<file path="src/rtl/uart_denetleyici.sv">
// uart_denetleyici: memory-mapped 8N1 UART with a TX FIFO and an RX holding register or FIFO.
// Optional feature macro: UART_RX_FIFO_EN selects an 8-entry RX FIFO instead of a single holding register.
// Ports: clk (rising edge), resetn (asynchronous, active low);
//        iomem_valid/iomem_ready/iomem_wstrb/iomem_addr/iomem_wdata/iomem_rdata - simple memory bus,
//        iomem_ready is a one-cycle pulse one cycle after iomem_valid, rdata valid with it;
//        uart_tx_o - serial out, idle high; uart_rx_i - asynchronous serial in.
// Registers: 0x0 KONTROL {rx_en, tx_en, divisor[15:0]}, 0x4 DURUM (w1c for bits 3/4),
//            0x8 TX_VERI (write pushes byte), 0xC RX_VERI (read pops byte).
module uart_denetleyici #(
    parameter int          TX_DERINLIK = 8,
    parameter logic [15:0] BOLEN_RESET = 16'd868
) (
    input  logic        clk,
    input  logic        resetn,
    input  logic        iomem_valid,
    output logic        iomem_ready,
    input  logic [3:0]  iomem_wstrb,
    input  logic [31:0] iomem_addr,
    input  logic [31:0] iomem_wdata,
    output logic [31:0] iomem_rdata,
    output logic        uart_tx_o,
    input  logic        uart_rx_i
);
    localparam int AW = $clog2(TX_DERINLIK);
    typedef enum logic [1:0] {BOSTA, BASLA, VERI, DUR} durum_t;
    logic          r_ready, r_tx_en, r_rx_en, r_overrun, r_cerceve;
    logic [31:0]   r_rdata;
    logic [15:0]   r_bolen;
    logic          w_acc, w_yaz, w_oku, w_w1c, w_unused;
    logic [15:0]   w_bol;
    logic [31:0]   w_okuma;
    logic [7:0]    r_tx_mem [TX_DERINLIK];
    logic [AW-1:0] r_tx_rd, r_tx_wr;
    logic [AW:0]   r_tx_say;
    logic          w_tx_dolu, w_tx_bos, w_tx_push, w_tx_pop, w_tx_son;
    durum_t        r_tx_durum, w_tx_sonraki;
    logic [15:0]   r_tx_sayac, r_tx_bol;
    logic [2:0]    r_tx_bit;
    logic [7:0]    r_tx_sr;
    logic          r_rx_s1, r_rx_s2, r_rx_onceki;
    durum_t        r_rx_durum, w_rx_sonraki;
    logic [15:0]   r_rx_sayac, r_rx_bol;
    logic [2:0]    r_rx_bit;
    logic [7:0]    r_rx_sr;
    logic          w_rx_son, w_rx_yari, w_rx_yaz, w_rx_cerceve, w_rx_pop, w_rx_gecerli, w_rx_tasma;
    logic [7:0]    w_rx_bayt;

    // A request is taken only when ready is low, so the ready cycle never starts a second access.
    assign w_acc = iomem_valid & ~r_ready;
    assign w_yaz = w_acc & (|iomem_wstrb);
    assign w_oku = w_acc & ~(|iomem_wstrb);
    assign w_w1c = w_yaz & (iomem_addr[3:2] == 2'd1) & iomem_wstrb[0];
    assign w_bol = (r_bolen < 16'd4) ? 16'd4 : r_bolen;
    assign w_unused = ^{iomem_addr[31:4], iomem_addr[1:0], iomem_wdata[31:18]};
    assign iomem_ready = r_ready;
    assign iomem_rdata = r_rdata;
    assign w_okuma = (iomem_addr[3:2] == 2'd0) ? {14'd0, r_rx_en, r_tx_en, r_bolen}
                   : (iomem_addr[3:2] == 2'd1) ? {26'd0, r_tx_durum != BOSTA, r_cerceve, r_overrun,
                                                  w_rx_gecerli, w_tx_bos, w_tx_dolu}
                   : (iomem_addr[3:2] == 2'd3) ? {24'd0, w_rx_gecerli ? w_rx_bayt : 8'd0} : 32'd0;

    always_ff @(posedge clk or negedge resetn)
        if (!resetn) begin
            r_ready   <= 1'b0;
            r_rdata   <= 32'd0;
            r_bolen   <= BOLEN_RESET;
            r_tx_en   <= 1'b1;
            r_rx_en   <= 1'b1;
            r_overrun <= 1'b0;
            r_cerceve <= 1'b0;
        end else begin
            r_ready <= w_acc;
            r_rdata <= w_oku ? w_okuma : 32'd0;
            if (w_yaz && iomem_addr[3:2] == 2'd0) begin
                if (iomem_wstrb[0]) r_bolen[7:0] <= iomem_wdata[7:0];
                if (iomem_wstrb[1]) r_bolen[15:8] <= iomem_wdata[15:8];
                if (iomem_wstrb[2]) {r_rx_en, r_tx_en} <= iomem_wdata[17:16];
            end
            // A new event wins over a same-cycle clear so it is never lost.
            r_overrun <= w_rx_tasma | (r_overrun & ~(w_w1c & iomem_wdata[3]));
            r_cerceve <= w_rx_cerceve | (r_cerceve & ~(w_w1c & iomem_wdata[4]));
        end

    assign w_tx_dolu = r_tx_say == (AW+1)'(TX_DERINLIK);
    assign w_tx_bos  = r_tx_say == '0;
    assign w_tx_push = w_yaz & (iomem_addr[3:2] == 2'd2) & iomem_wstrb[0] & (~w_tx_dolu | w_tx_pop);

    always_ff @(posedge clk)
        if (w_tx_push) r_tx_mem[r_tx_wr] <= iomem_wdata[7:0];

    always_ff @(posedge clk or negedge resetn)
        if (!resetn) begin
            r_tx_rd  <= '0;
            r_tx_wr  <= '0;
            r_tx_say <= '0;
        end else begin
            r_tx_wr  <= r_tx_wr + AW'(w_tx_push);
            r_tx_rd  <= r_tx_rd + AW'(w_tx_pop);
            r_tx_say <= r_tx_say + (AW+1)'(w_tx_push) - (AW+1)'(w_tx_pop);
        end

    assign w_tx_son = r_tx_sayac == r_tx_bol - 16'd1;

    always_ff @(posedge clk or negedge resetn)
        if (!resetn) r_tx_durum <= BOSTA;
        else r_tx_durum <= w_tx_sonraki;

    always_comb begin
        w_tx_sonraki = r_tx_durum;
        w_tx_pop = 1'b0;
        case (r_tx_durum)
            BOSTA: if (r_tx_en && !w_tx_bos) begin
                w_tx_sonraki = BASLA;
                w_tx_pop = 1'b1;
            end
            BASLA: if (w_tx_son) w_tx_sonraki = VERI;
            VERI: if (w_tx_son && r_tx_bit == 3'd7) w_tx_sonraki = DUR;
            default: if (w_tx_son) begin
                w_tx_sonraki = (r_tx_en && !w_tx_bos) ? BASLA : BOSTA;
                w_tx_pop = r_tx_en && !w_tx_bos;
            end
        endcase
    end

    // The divisor is captured with each popped byte, so KONTROL edits never stretch a frame in flight.
    always_ff @(posedge clk or negedge resetn)
        if (!resetn) begin
            r_tx_sayac <= 16'd0;
            r_tx_bol   <= 16'd4;
            r_tx_bit   <= 3'd0;
            r_tx_sr    <= 8'd0;
        end else if (w_tx_pop) begin
            r_tx_sayac <= 16'd0;
            r_tx_bol   <= w_bol;
            r_tx_sr    <= r_tx_mem[r_tx_rd];
        end else if (r_tx_durum != BOSTA) begin
            r_tx_sayac <= w_tx_son ? 16'd0 : r_tx_sayac + 16'd1;
            if (r_tx_durum == VERI && w_tx_son) begin
                r_tx_sr  <= r_tx_sr >> 1;
                r_tx_bit <= r_tx_bit + 3'd1;
            end
        end

    assign uart_tx_o = (r_tx_durum == BASLA) ? 1'b0 : (r_tx_durum == VERI) ? r_tx_sr[0] : 1'b1;

    assign w_rx_son  = r_rx_sayac == r_rx_bol - 16'd1;
    assign w_rx_yari = r_rx_sayac == (r_rx_bol >> 1) - 16'd1;
    assign w_rx_pop  = w_oku & (iomem_addr[3:2] == 2'd3) & w_rx_gecerli;

    always_ff @(posedge clk or negedge resetn)
        if (!resetn) r_rx_durum <= BOSTA;
        else r_rx_durum <= w_rx_sonraki;

    always_comb begin
        w_rx_sonraki = r_rx_durum;
        w_rx_yaz = 1'b0;
        w_rx_cerceve = 1'b0;
        case (r_rx_durum)
            BOSTA: if (r_rx_en && r_rx_onceki && !r_rx_s2) w_rx_sonraki = BASLA;
            BASLA: if (w_rx_yari) w_rx_sonraki = r_rx_s2 ? BOSTA : VERI;
            VERI: if (w_rx_son && r_rx_bit == 3'd7) w_rx_sonraki = DUR;
            default: if (w_rx_son) begin
                w_rx_sonraki = BOSTA;
                w_rx_yaz = r_rx_s2;
                w_rx_cerceve = ~r_rx_s2;
            end
        endcase
    end

    // The divisor is reloaded every idle cycle; the value seen on the start edge holds for the frame.
    always_ff @(posedge clk or negedge resetn)
        if (!resetn) begin
            r_rx_s1     <= 1'b1;
            r_rx_s2     <= 1'b1;
            r_rx_onceki <= 1'b1;
            r_rx_sayac  <= 16'd0;
            r_rx_bol    <= 16'd4;
            r_rx_bit    <= 3'd0;
            r_rx_sr     <= 8'd0;
        end else begin
            r_rx_s1     <= uart_rx_i;
            r_rx_s2     <= r_rx_s1;
            r_rx_onceki <= r_rx_s2;
            if (r_rx_durum == BOSTA) begin
                r_rx_sayac <= 16'd0;
                r_rx_bol   <= w_bol;
                r_rx_bit   <= 3'd0;
            end else begin
                r_rx_sayac <= ((r_rx_durum == BASLA) ? w_rx_yari : w_rx_son) ? 16'd0 : r_rx_sayac + 16'd1;
                if (r_rx_durum == VERI && w_rx_son) begin
                    r_rx_sr  <= {r_rx_s2, r_rx_sr[7:1]};
                    r_rx_bit <= r_rx_bit + 3'd1;
                end
            end
        end

`ifdef UART_RX_FIFO_EN
    logic [7:0] r_rx_mem [8];
    logic [2:0] r_rx_rd, r_rx_wr;
    logic [3:0] r_rx_say;
    logic       w_rx_push;
    assign w_rx_gecerli = r_rx_say != 4'd0;
    assign w_rx_bayt    = r_rx_mem[r_rx_rd];
    assign w_rx_push    = w_rx_yaz & ((r_rx_say != 4'd8) | w_rx_pop);
    assign w_rx_tasma   = w_rx_yaz & ~w_rx_push;

    always_ff @(posedge clk)
        if (w_rx_push) r_rx_mem[r_rx_wr] <= r_rx_sr;

    always_ff @(posedge clk or negedge resetn)
        if (!resetn) begin
            r_rx_rd  <= 3'd0;
            r_rx_wr  <= 3'd0;
            r_rx_say <= 4'd0;
        end else begin
            r_rx_wr  <= r_rx_wr + 3'(w_rx_push);
            r_rx_rd  <= r_rx_rd + 3'(w_rx_pop);
            r_rx_say <= r_rx_say + 4'(w_rx_push) - 4'(w_rx_pop);
        end
`else
    logic [7:0] r_rx_veri;
    logic       r_rx_dolu;
    assign w_rx_gecerli = r_rx_dolu;
    assign w_rx_bayt    = r_rx_veri;
    assign w_rx_tasma   = w_rx_yaz & r_rx_dolu & ~w_rx_pop;

    always_ff @(posedge clk or negedge resetn)
        if (!resetn) begin
            r_rx_veri <= 8'd0;
            r_rx_dolu <= 1'b0;
        end else begin
            if (w_rx_yaz && !w_rx_tasma) r_rx_veri <= r_rx_sr;
            r_rx_dolu <= (w_rx_yaz & ~w_rx_tasma) | (r_rx_dolu & ~w_rx_pop);
        end
`endif
endmodule

</file>
<file path="config.mk">
export PLATFORM = sky130hd
export DESIGN_NAME = uart_denetleyici
export DESIGN_NICKNAME = d
export VERILOG_FILES = /design/src/rtl/uart_denetleyici.sv
export SDC_FILE = /design/constraint.sdc
export NUM_CORES = 1
export LEC_CHECK = 0
export ABC_AREA = 1
export BUFFER_PORTS_ARGS = -buffer_cell sky130_fd_sc_hd__buf_2
export CAP_MARGIN = 10
export CORE_ASPECT_RATIO = 0.75
export CORE_UTILIZATION = 33
export CTS_CLUSTER_DIAMETER = 100
export DETAILED_ROUTE_END_ITERATION = 7
export PLACE_DENSITY = 0.52
export SLEW_MARGIN = 10
export SYNTH_ARGS = -nofsm -noshare
export SYNTH_HDL_FRONTEND = slang
export SYNTH_SLANG_ARGS = --single-unit
</file>
<file path="constraint.sdc">
create_clock -name clk -period 4.4 [get_ports clk]
set_input_delay 0.88 -clock clk [delete_from_list [all_inputs] [get_ports clk]]
set_output_delay 0.88 -clock clk [all_outputs]
set_load 0.03 [all_outputs]
</file>
==> flow_summary.toml, run 1 <==
[final_layout]
drive_gt1_share_pct = 11.74
nNetsFinal = 1386
nFillCells = 3344
stdcell_area_um2 = 12450
diodes = 0
areaGrowthSynthToFinish_pct = 13.58

[clocking]
clockBufferDepth = 3
clock-root-buffer = "clkbuf_16"
post_cts_buffers = 0
numCtsBuffers = 23
cts_tree = "built"
cts_resized = 0
cts_sinks = 215
clock_latency_ns = 0.54
path_clk_slew_ns = 0.06
cts.htree.levels = 1
ctsHoldBuffers = 0

[route]
drtIter0Drc = 524
vias = 7975
vias_per_cell = 4.570
wire_per_inst_um = 14.45
remaining_drc_errors = 0
dr.pass1.iters = 5
routed_wl_mm = 25.22
antenna_left = 0

[sta]
setup_violations = 0
slew_headroom_pct = 43.73
fmax_ghz = 0.2780
min_period_ns = 3.598
drv_slew = 0
clock_skew_ns = 0.01966
tns_ns = 0
rsz0062_at_grt = "false"
fin_crit_sh_pct = 81.76
fin_ws_ns = 0.8024
worstMarginPinSlew_ns = 0.8409
hold_viol_final = 0

[global_routing]
grt_overflow = 0
grt_antenna_before_repair = 0
grt_pass1_vias = 7503
track_usage_pct = 15.25
grt_max_degree = 86
grt_pass1_wl_mm = 41.00

[setup_path]
crit_buf_inv = 1
timing.critical_path.from = "r_tx_bol[0]$_DFFE_PN0N_"
cpMostUsedCell = "nand2_1"
worst_path_largest_cell_delay_ns = 0.67
critical_path_class = "flop to flop"
end_kind = "flop"
crit_path_start_kind = "flop"
cp_cell_sequence = "inv_2 > ha_1 > nand2_1 > nor2_2 > nand2_1 > nand2_1 > nand2_1 > nand2_1 > nand2_1 > nor3_4 > nand3_4 > nand2_4 > nand2_4 > nand2_2 > nand3_2 > nor2_1"
crit_arrival_ns = 3.77
r2r-start = "r_tx_bol[0]$_DFFE_PN0N_"
slowest_stage = "nor2_1"
required_ns = 4.57
crit_fanout = 50
cp_top_family = "simple AND/OR/NAND/NOR gates"

[place]
pre_cts_ws_ns = 0.7763
place.port_buffers = 47
dp_hpwl_mm = 18.04
gp_congestion = 0.8644
place_area_um2 = 11660

[worst_hold_path]
hold_class = "flop to flop"
hp-start = "r_rx_s1$_DFF_PN1_"

[die]
core_area_um2 = 32520
row_count = 57
die_area_um2 = 33950
io_pins = 106
fp.dieW_um = 212.4
die_y_um = 159.8
start_util_pct = 33.70

[logic_synthesis]
ys_ff_latch = 215
syn_inst = 1233
ys_async_sr_fraction_pct = 70.23
synth_edf_count = 64
seq_area_frac_synth_pct = 52.15
syn_area_um2 = 10960
yosys_warnings = 0
synth.avg_cell_area_um2 = 8.889
ys.flop_type = "dfrtp_1"
synth.distinct_cells = 50

[job]
maxCapViolations = 0

[power_and_ir_drop]
powerDensity_nw_per_um2 = 604.5
ir_worst_vdd_v = 0.0002920
leakagePower_nw = 5.595

[run_status]
outcome = "finished clean"
[layout by cell type (no fill, tap or decap), types with 23 or more instances in the layout]
master / Yosys / final
nor2_1: 115 / 115
o21ai_0: 86 / 86
ha_1: 27 / 27
o21ai_1: 27 / 27
buf_2: 5 / 46
nand2_1: 311 / 311
nand3_1: 53 / 53
xnor2_1: 28 / 28
dfrtp_1: 139 / 139
xor2_1: 60 / 60
inv_1: 122 / 122
clkbuf_16: 0 / 23
edfxtp_1: 64 / 64
[path summary, 6_finish.rpt]
path                                            endpoint  slack [ns]  cells after the start
worst max-delay path            r_tx_mem[1][1]$_DFFE_PP_        0.80                     16
worst min-delay path                   r_rx_s2$_DFF_PN1_        0.35                      0
worst max register to register  r_tx_mem[1][1]$_DFFE_PP_        0.80                     16
worst min register to register         r_rx_s2$_DFF_PN1_        0.35                      0
max in group asynchronous         r_bolen[5]$_DFFE_PN1P_        2.95                      2
min in group asynchronous       r_rx_sayac[13]$_DFF_PN0_        0.39                      1
[cells by family after synthesis]
logic type	after synthesis	share of synthesized area (%)
mux	3	0.2968
other cells	1	0.03421
fa+ha+maj	28	3.265
simple gates	554	21.84
buf+inv	178	6.941
compound gates	166	8.448
xor+xnor	88	7.032
flops	215	52.15
[per-stage QoR]
step | power, mW | util (%) | hold slack (ns) | cells
2_1_floorplan | 4.839 | - | 0.3452 | 1246
3_3_place_gp | 5.489 | 35.85 | 0.3473 | 1703
3_5_place_dp | 5.525 | 35.85 | 0.3473 | 1703
4_1_cts | 7.609 | 38.28 | 0.3558 | 1745
5_1_grt | 8.123 | 38.28 | 0.3577 | 1745
6_report | 7.526 | 38.28 | 0.3538 | 1745
[worst register-to-register path, delay by kind of cell, from the launching register on]
family | cells | cell delay, ns
adder cells (fa/ha/maj) | 1 | 0.22
buffers and inverters | 1 | 0.09
flip-flops | 1 | 0.42
AND/OR/NAND/NOR | 14 | 2.49
[state kept, by name, summed over array words and instances (netlist names), 2 cells and up]
| register | flops |
|---|---|
| r_bolen | 16 |
| r_tx_durum | 2 |
| r_tx_sayac | 16 |
| r_tx_rd | 3 |
| r_tx_sr | 8 |
| r_rx_bol | 16 |
| r_rx_durum | 2 |
| r_rx_sayac | 16 |
| r_tx_mem | 64 |
| r_rx_bit | 3 |
| r_tx_say | 4 |
| iomem_rdata | 18 |
| r_tx_bit | 3 |
| r_rx_sr | 8 |
| r_rx_veri | 8 |
| r_tx_wr | 3 |
| r_tx_bol | 16 |
[metal layers]
metal | track usage [%] | share of wire (%) | up-vias
met1 | 24.74 | 55 | 3730
li1 | - | - | 4085
met4 | 2.976 | 1.5 | 0
met5 | 0 | 0 | -
met3 | 2.635 | 4.6 | 26
met2 | 20.77 | 39 | 134
[synthesized netlist by cell type (3+ instances only)]
cell type	instances	area [um^2]
nand3_1	53	265.3
a31oi_1	6	37.54
ha_1	27	337.8
nand2_1	311	1167
nand3_2	3	30.03
o21ai_1	27	135.1
o21ai_0	86	430.4
o22ai_1	9	56.30
edfxtp_1	64	1922
buf_2	5	25.02
nor4_1	4	25.02
o211ai_1	5	37.54
nand4_1	14	87.58
nand2_2	6	37.54
clkbuf_1	23	86.33
inv_2	5	18.77
buf_4	16	120.1
buf_6	3	33.78
inv_1	122	457.9
a32o_1	7	70.07
nor3_1	18	90.09
nand3b_1	5	37.54
nor3b_1	3	22.52
dfrtp_1	139	3478
nor2_1	115	431.7
xnor2_1	28	245.2
xor2_1	60	525.5
dfstp_2	12	315.3
clkbuf_2	3	15.01
nor2_2	11	68.82
a21oi_1	16	80.08
[area by class of cell]
type	count	area [um^2]	share of cell area, %
tap	442	553.0	4.442
clock inverter	12	158.9	1.276
multi-input combinational	853	4533	36.41
sequential	215	5715	45.91
clock buffer	30	631.9	5.075
inverter	128	480.5	3.859
timing repair buffer	65	376.6	3.025
[power breakdown]
| group | internal [mW] | switching (mW) | total [mW] | leakage [nW] |
|---|---|---|---|---|
| clock network | 1.20 | 0.842 | 2.04 | 0.377 |
| registers | 2.41 | 0.364 | 2.77 | 2.52 |
| logic | 0.951 | 1.76 | 2.71 | 2.69 |
| total | 4.56 | 2.97 | 7.53 | 5.59 |
Power figures use the tool's default switching activity.
==> run 2, diff against run 1 <==
==> constraint.sdc (replaced) <==
create_clock -name clk -period 3.75 [get_ports clk]
set_input_delay 0.75 -clock clk [delete_from_list [all_inputs] [get_ports clk]]
set_output_delay 0.75 -clock clk [all_outputs]
set_load 0.03 [all_outputs]
==> run 2 against run 1 <==
Non-clock buffer count is the same. Design area rose by 0.78%. Sequential power rose by 18%. Highest routed layer unchanged. Maximum frequency is 9.7% higher. Clock-buffer cell count rose by 2. Power grew 20%. Global-route usage grew 0.31 points. First-iteration DRC count grew 6.9%. Critical path depth increased by 2. Largest cell class unchanged.
==> flow_summary.toml, run 2 (synthesis results as in run 1) <==
[global_routing]
grt_pass1_vias = 7637
grt_antenna_before_repair = 0
grt_overflow = 0
track_usage_pct = 15.56
grt_max_degree = 80
grt_pass1_wl_mm = 41.98

[clocking]
post_cts_buffers = 0
clock-root-buffer = "clkbuf_16"
ctsHoldBuffers = 0
clockBufferDepth = 3
path_clk_slew_ns = 0.06
cts_resized = 0
clock_latency_ns = 0.54
cts_sinks = 215
cts.htree.levels = 1
numCtsBuffers = 24
cts_tree = "built"

[die]
io_pins = 106
fp.dieW_um = 212.4
die_area_um2 = 33950
die_y_um = 159.8
row_count = 57
core_area_um2 = 32520
start_util_pct = 33.70

[final_layout]
diodes = 0
areaGrowthSynthToFinish_pct = 14.47
nFillCells = 3298
seqCellArea_um2 = 5715
largest_reg_flops = 64
mostFrequentLayoutCells = "nand2_1 (311), dfrtp_1 (139), inv_1 (122)"
largest_register = "r_tx_mem"
multi_input_area_um2 = 4533
final_common_cell = "nand2_1"
final_util_pct = 38.58
drive_gt1_share_pct = 12.11
nNetsFinal = 1387

[setup_path]
slowest_stage = "dfrtp_1"
worst_path_largest_cell_delay_ns = 0.41
cpMostUsedCell = "nand2_1"
crit_path_start_kind = "flop"
cp_cell_sequence = "inv_2 > ha_1 > nand3_1 > nor2_1 > nand2_1 > xor2_1 > inv_1 > nor2_2 > nand3_4 > nand2_4 > nand2_4 > inv_2 > nand2_1 > nand2_1 > ha_1 > inv_1 > fa_1 > xnor2_1"
timing.rr.end = "r_tx_say[2]$_DFF_PN0_"
required_ns = 4.17
timing.critical_path.from = "r_tx_bol[0]$_DFFE_PN0N_"
crit_arrival_ns = 3.70
critical_path_depth = 18
critical_path_class = "flop to flop"
cp_top_family = "simple AND/OR/NAND/NOR gates"
crit_fanout = 22
end_kind = "flop"
r2r_setup_slack_ns = 0.47
r2r-start = "r_tx_bol[0]$_DFFE_PN0N_"
crit_buf_inv = 4
crit_path_end = "r_tx_say[2]$_DFF_PN0_"
reg2regPathDepth = 18

[sta]
rsz0062_at_grt = "false"
drv_slew = 0
slew_headroom_pct = 27.84
worstMarginPinSlew_ns = 1.078
clock_skew_ns = 0.02207
min_period_ns = 3.279
fmax_ghz = 0.3049
fin_crit_sh_pct = 87.45
hold_slack_ns = 0.2460
hold_viol_final = 0
tns_ns = 0
setup_violations = 0

[route]
drtIter0Drc = 560
antenna_left = 0
dr.pass1.iters = 5
wire_per_inst_um = 14.60
routed_wl_mm = 25.50
remaining_drc_errors = 0
vias = 8004
vias_per_cell = 4.582

[power_and_ir_drop]
ir_worst_vdd_v = 0.0003447
powerDensity_nw_per_um2 = 718.0
finalPower_mw = 9.009
leakagePower_nw = 5.656

[place]
gp_congestion = 0.8759
dp_hpwl_mm = 18.05
place.port_buffers = 47

[job]
maxCapViolations = 0

[run_status]
outcome = "finished clean"

[worst_hold_path]
hold_class = "primary input to async pin"
## run 2: worst min-delay path by stage
stage	start	end	slack, ns
after floorplan	r_rx_s1$_DFF_PN1_	r_rx_s2$_DFF_PN1_	0.35
after global placement	r_rx_s1$_DFF_PN1_	r_rx_s2$_DFF_PN1_	0.35
after detailed placement	r_rx_s1$_DFF_PN1_	r_rx_s2$_DFF_PN1_	0.35
after CTS	resetn	iomem_rdata[11]$_DFF_PN0_	0.26
after global routing	uart_rx_i	r_rx_s1$_DFF_PN1_	0.29
final	resetn	r_rx_sayac[14]$_DFF_PN0_	0.25
## run 2: area by class of cell
type                            count  area share [%]
Tap cell                          442           4.408
Inverter                          128           3.829
Timing Repair Buffer               65           3.101
Multi-Input combinational cell    853           36.13
Sequential cell                   215           45.55
Clock inverter                     12           1.426
Clock buffer                       32           5.554
## run 2: per-layer routing
layer | global-route usage (%) | part of all wire (%)
met1 | 25.10 | 54
met2 | 21.21 | 40
met3 | 2.714 | 4.8
met4 | 3.336 | 1.6
met5 | 0 | 0
## run 2: metrics by stage
step	cell area [um^2]	instances	worst slack (ns)
2_1_floorplan	11010	1246	0.8604
3_3_place_gp	11670	1703	0.4785
3_5_place_dp	11670	1703	0.4621
4_1_cts	12550	1747	0.4400
5_1_grt	12550	1747	0.1084
6_report	12550	1747	0.4706
## run 2: power breakdown
part,internal [mW],total (mW),switching (mW),leakage [nW]
combinational,1.11,3.16,2.05,2.70
sequential,2.83,3.26,0.433,2.52
clock,1.59,2.59,0.999,0.435
total,5.53,9.01,3.48,5.66
==> run 3, diff against run 2 <==
--- a/config.mk
+++ b/config.mk
@@ -13,6 +13,7 @@
 export CTS_CLUSTER_DIAMETER = 100
 export DETAILED_ROUTE_END_ITERATION = 7
 export PLACE_DENSITY = 0.52
+export RECOVER_POWER = 50
 export SLEW_MARGIN = 10
 export SYNTH_ARGS = -nofsm -noshare
 export SYNTH_HDL_FRONTEND = slang
==> run 3 against run 2 <==
Clock skew is 0.0016 ns higher. Utilization is 0.10 points lower. The run now ends with max-capacitance violations, max-slew violations left. Via count hardly changed. Power is 0.11% lower. First-iteration DRC count is 3.4% lower. Highest routed layer unchanged. Critical path depth is 2 higher.
==> flow_summary.toml, run 3 (synthesis results as in run 1) <==
[sta]
tns_ns = 0
fmax_ghz = 0.3056
setup_violations = 0
fin_crit_sh_pct = 87.27
slew_headroom_pct = -22.40
rsz0062_at_grt = "false"
min_period_ns = 3.273
worstMarginPinSlew_ns = 1.836
drv_slew = 74
clock_skew_ns = 0.02370
hold_viol_final = 0

[route]
dr.pass1.iters = 5
routed_wl_mm = 25.52
remaining_drc_errors = 0
vias = 8008
antenna_left = 0
vias_per_cell = 4.584
wire_per_inst_um = 14.61
drtIter0Drc = 541

[clocking]
cts.htree.levels = 1
path_clk_slew_ns = 0.06
cts_sinks = 215
numCtsBuffers = 24
clockBufferDepth = 3
cts_resized = 0
ctsHoldBuffers = 0
clock-root-buffer = "clkbuf_16"
clock_latency_ns = 0.54
cts_tree = "built"
post_cts_buffers = 0

[die]
fp.dieW_um = 212.4
row_count = 57
die_y_um = 159.8
start_util_pct = 33.70
die_area_um2 = 33950
io_pins = 106
core_area_um2 = 32520

[power_and_ir_drop]
power_frac_clock_pct = 28.7
leakagePower_nw = 5.624
combPwrFrac_pct = 35.0
seqPwrFrac_pct = 36.2
powerDensity_nw_per_um2 = 719.1
ir_worst_vdd_v = 0.0003439
swShare_pct = 38.69
power.switching_mw = 3.482
cellInternalPower_mw = 5.517

[setup_path]
crit_fanout = 22
crit_buf_inv = 3
required_ns = 4.17
worst_path_largest_cell_delay_ns = 0.41
crit_path_start_kind = "flop"
cp_top_family = "simple AND/OR/NAND/NOR gates"
crit_arrival_ns = 3.69
slowest_stage = "dfrtp_1"
cp_cell_sequence = "inv_2 > ha_1 > nand2_1 > nor2_2 > nand2_1 > nand2_1 > nand2_1 > nand2_1 > nand2_1 > nor3_4 > nand3_4 > nand2_4 > nand2_4 > inv_2 > nand2_1 > nand2_1 > ha_1 > inv_1 > fa_1 > xnor2_1"
critical_path_class = "flop to flop"
end_kind = "flop"
cpMostUsedCell = "nand2_1"

[final_layout]
multi_input_area_um2 = 4533
mostFrequentLayoutCells = "nand2_1 (311), dfrtp_1 (139), inv_1 (122)"
largest_register = "r_tx_mem"
seqCellArea_um2 = 5715
final_common_cell = "nand2_1"
drive_gt1_share_pct = 11.34
nFillCells = 3300
largest_reg_flops = 64
stdcell_area_um2 = 12510
nNetsFinal = 1387
diodes = 0
areaGrowthSynthToFinish_pct = 14.18

[job]
maxCapViolations = 1

[place]
gp_congestion = 0.8759
place_area_um2 = 11670
place.port_buffers = 47
dp_hpwl_mm = 18.05

[global_routing]
grt_pass1_vias = 7637
grt_max_degree = 80
track_usage_pct = 15.56
grt_overflow = 0
grt_pass1_wl_mm = 41.98
grt_antenna_before_repair = 0

[run_status]
outcome = "finished with violations"
violations = "max-capacitance violations, max-slew violations"

[worst_hold_path]
hold_class = "primary input to flop"
run 3: metrics by stage:
stage                     hold slack, ns  setup slack (ns)  std cells  total power, mW  utilization (%)
after floorplan                   0.3452            0.8604       1246            5.678                -
after global placement            0.3466            0.4785       1703            6.428            35.89
after detailed placement          0.3472            0.4621       1703            6.461            35.89
after CTS                         0.2559            0.4400       1747            9.110            38.58
after global routing              0.2890            0.1084       1747            9.708            38.48
final                             0.3095            0.4774       1747            8.999            38.48
run 3: power groups by stage:
stage                     clock, mW  combinational, mW  sequential, mW
after global routing           2.76               3.63            3.32
after global placement            0               3.13            3.30
after CTS                      2.67               3.18            3.26
after floorplan                   0               2.50            3.18
after detailed placement          0               3.16            3.30
final                          2.59               3.15            3.26
run 3: path summary, 6_finish.rpt:
kind	from	to	slack (ns)	depth (start not counted)
worst max-delay path	r_tx_bol[0]$_DFFE_PN0N_	r_tx_say[2]$_DFF_PN0_	0.48	20
worst min-delay path	uart_rx_i	r_rx_s1$_DFF_PN1_	0.31	1
worst max register to register	r_tx_bol[0]$_DFFE_PN0N_	r_tx_say[2]$_DFF_PN0_	0.48	20
worst min register to register	r_rx_s1$_DFF_PN1_	r_rx_s2$_DFF_PN1_	0.36	0
max in group asynchronous	resetn	r_tx_wr[2]$_DFF_PN0_	0.95	2
min in group asynchronous	resetn	r_rx_sayac[14]$_DFF_PN0_	0.73	1
run 3: final cells by class:
type,count,share of cell area [%]
sequential,215,45.67
clock inverter,12,1.430
multi-input combinational,853,36.22
inverter,128,3.839
clock buffer,32,5.569
tap,442,4.419
timing repair buffer,65,2.849
run 3: worst register-to-register path: stages, from the launching register on:
cell and delay, ns:
dfrtp_1 0.41, inv_2 0.09, ha_1 0.25, nand2_1 0.15
nor2_2 0.18, nand2_1 0.07, nand2_1 0.07, nand2_1 0.05
nand2_1 0.05, nand2_1 0.08, nor3_4 0.21, nand3_4 0.15
nand2_4 0.14, nand2_4 0.18, inv_2 0.18, nand2_1 0.11
nand2_1 0.08, ha_1 0.17, inv_1 0.06, fa_1 0.37
xnor2_1 0.13
run 3: layer usage:
layer / GRT usage [%] / vias to the layer above / routed length (um)
li1: - / 4078 / -
met1: 25.10 / 3763 / 13760
met2: 21.21 / 143 / 10180
met3: 2.714 / 24 / 1165
met4: 3.336 / 0 / 404
met5: 0 / - / 0
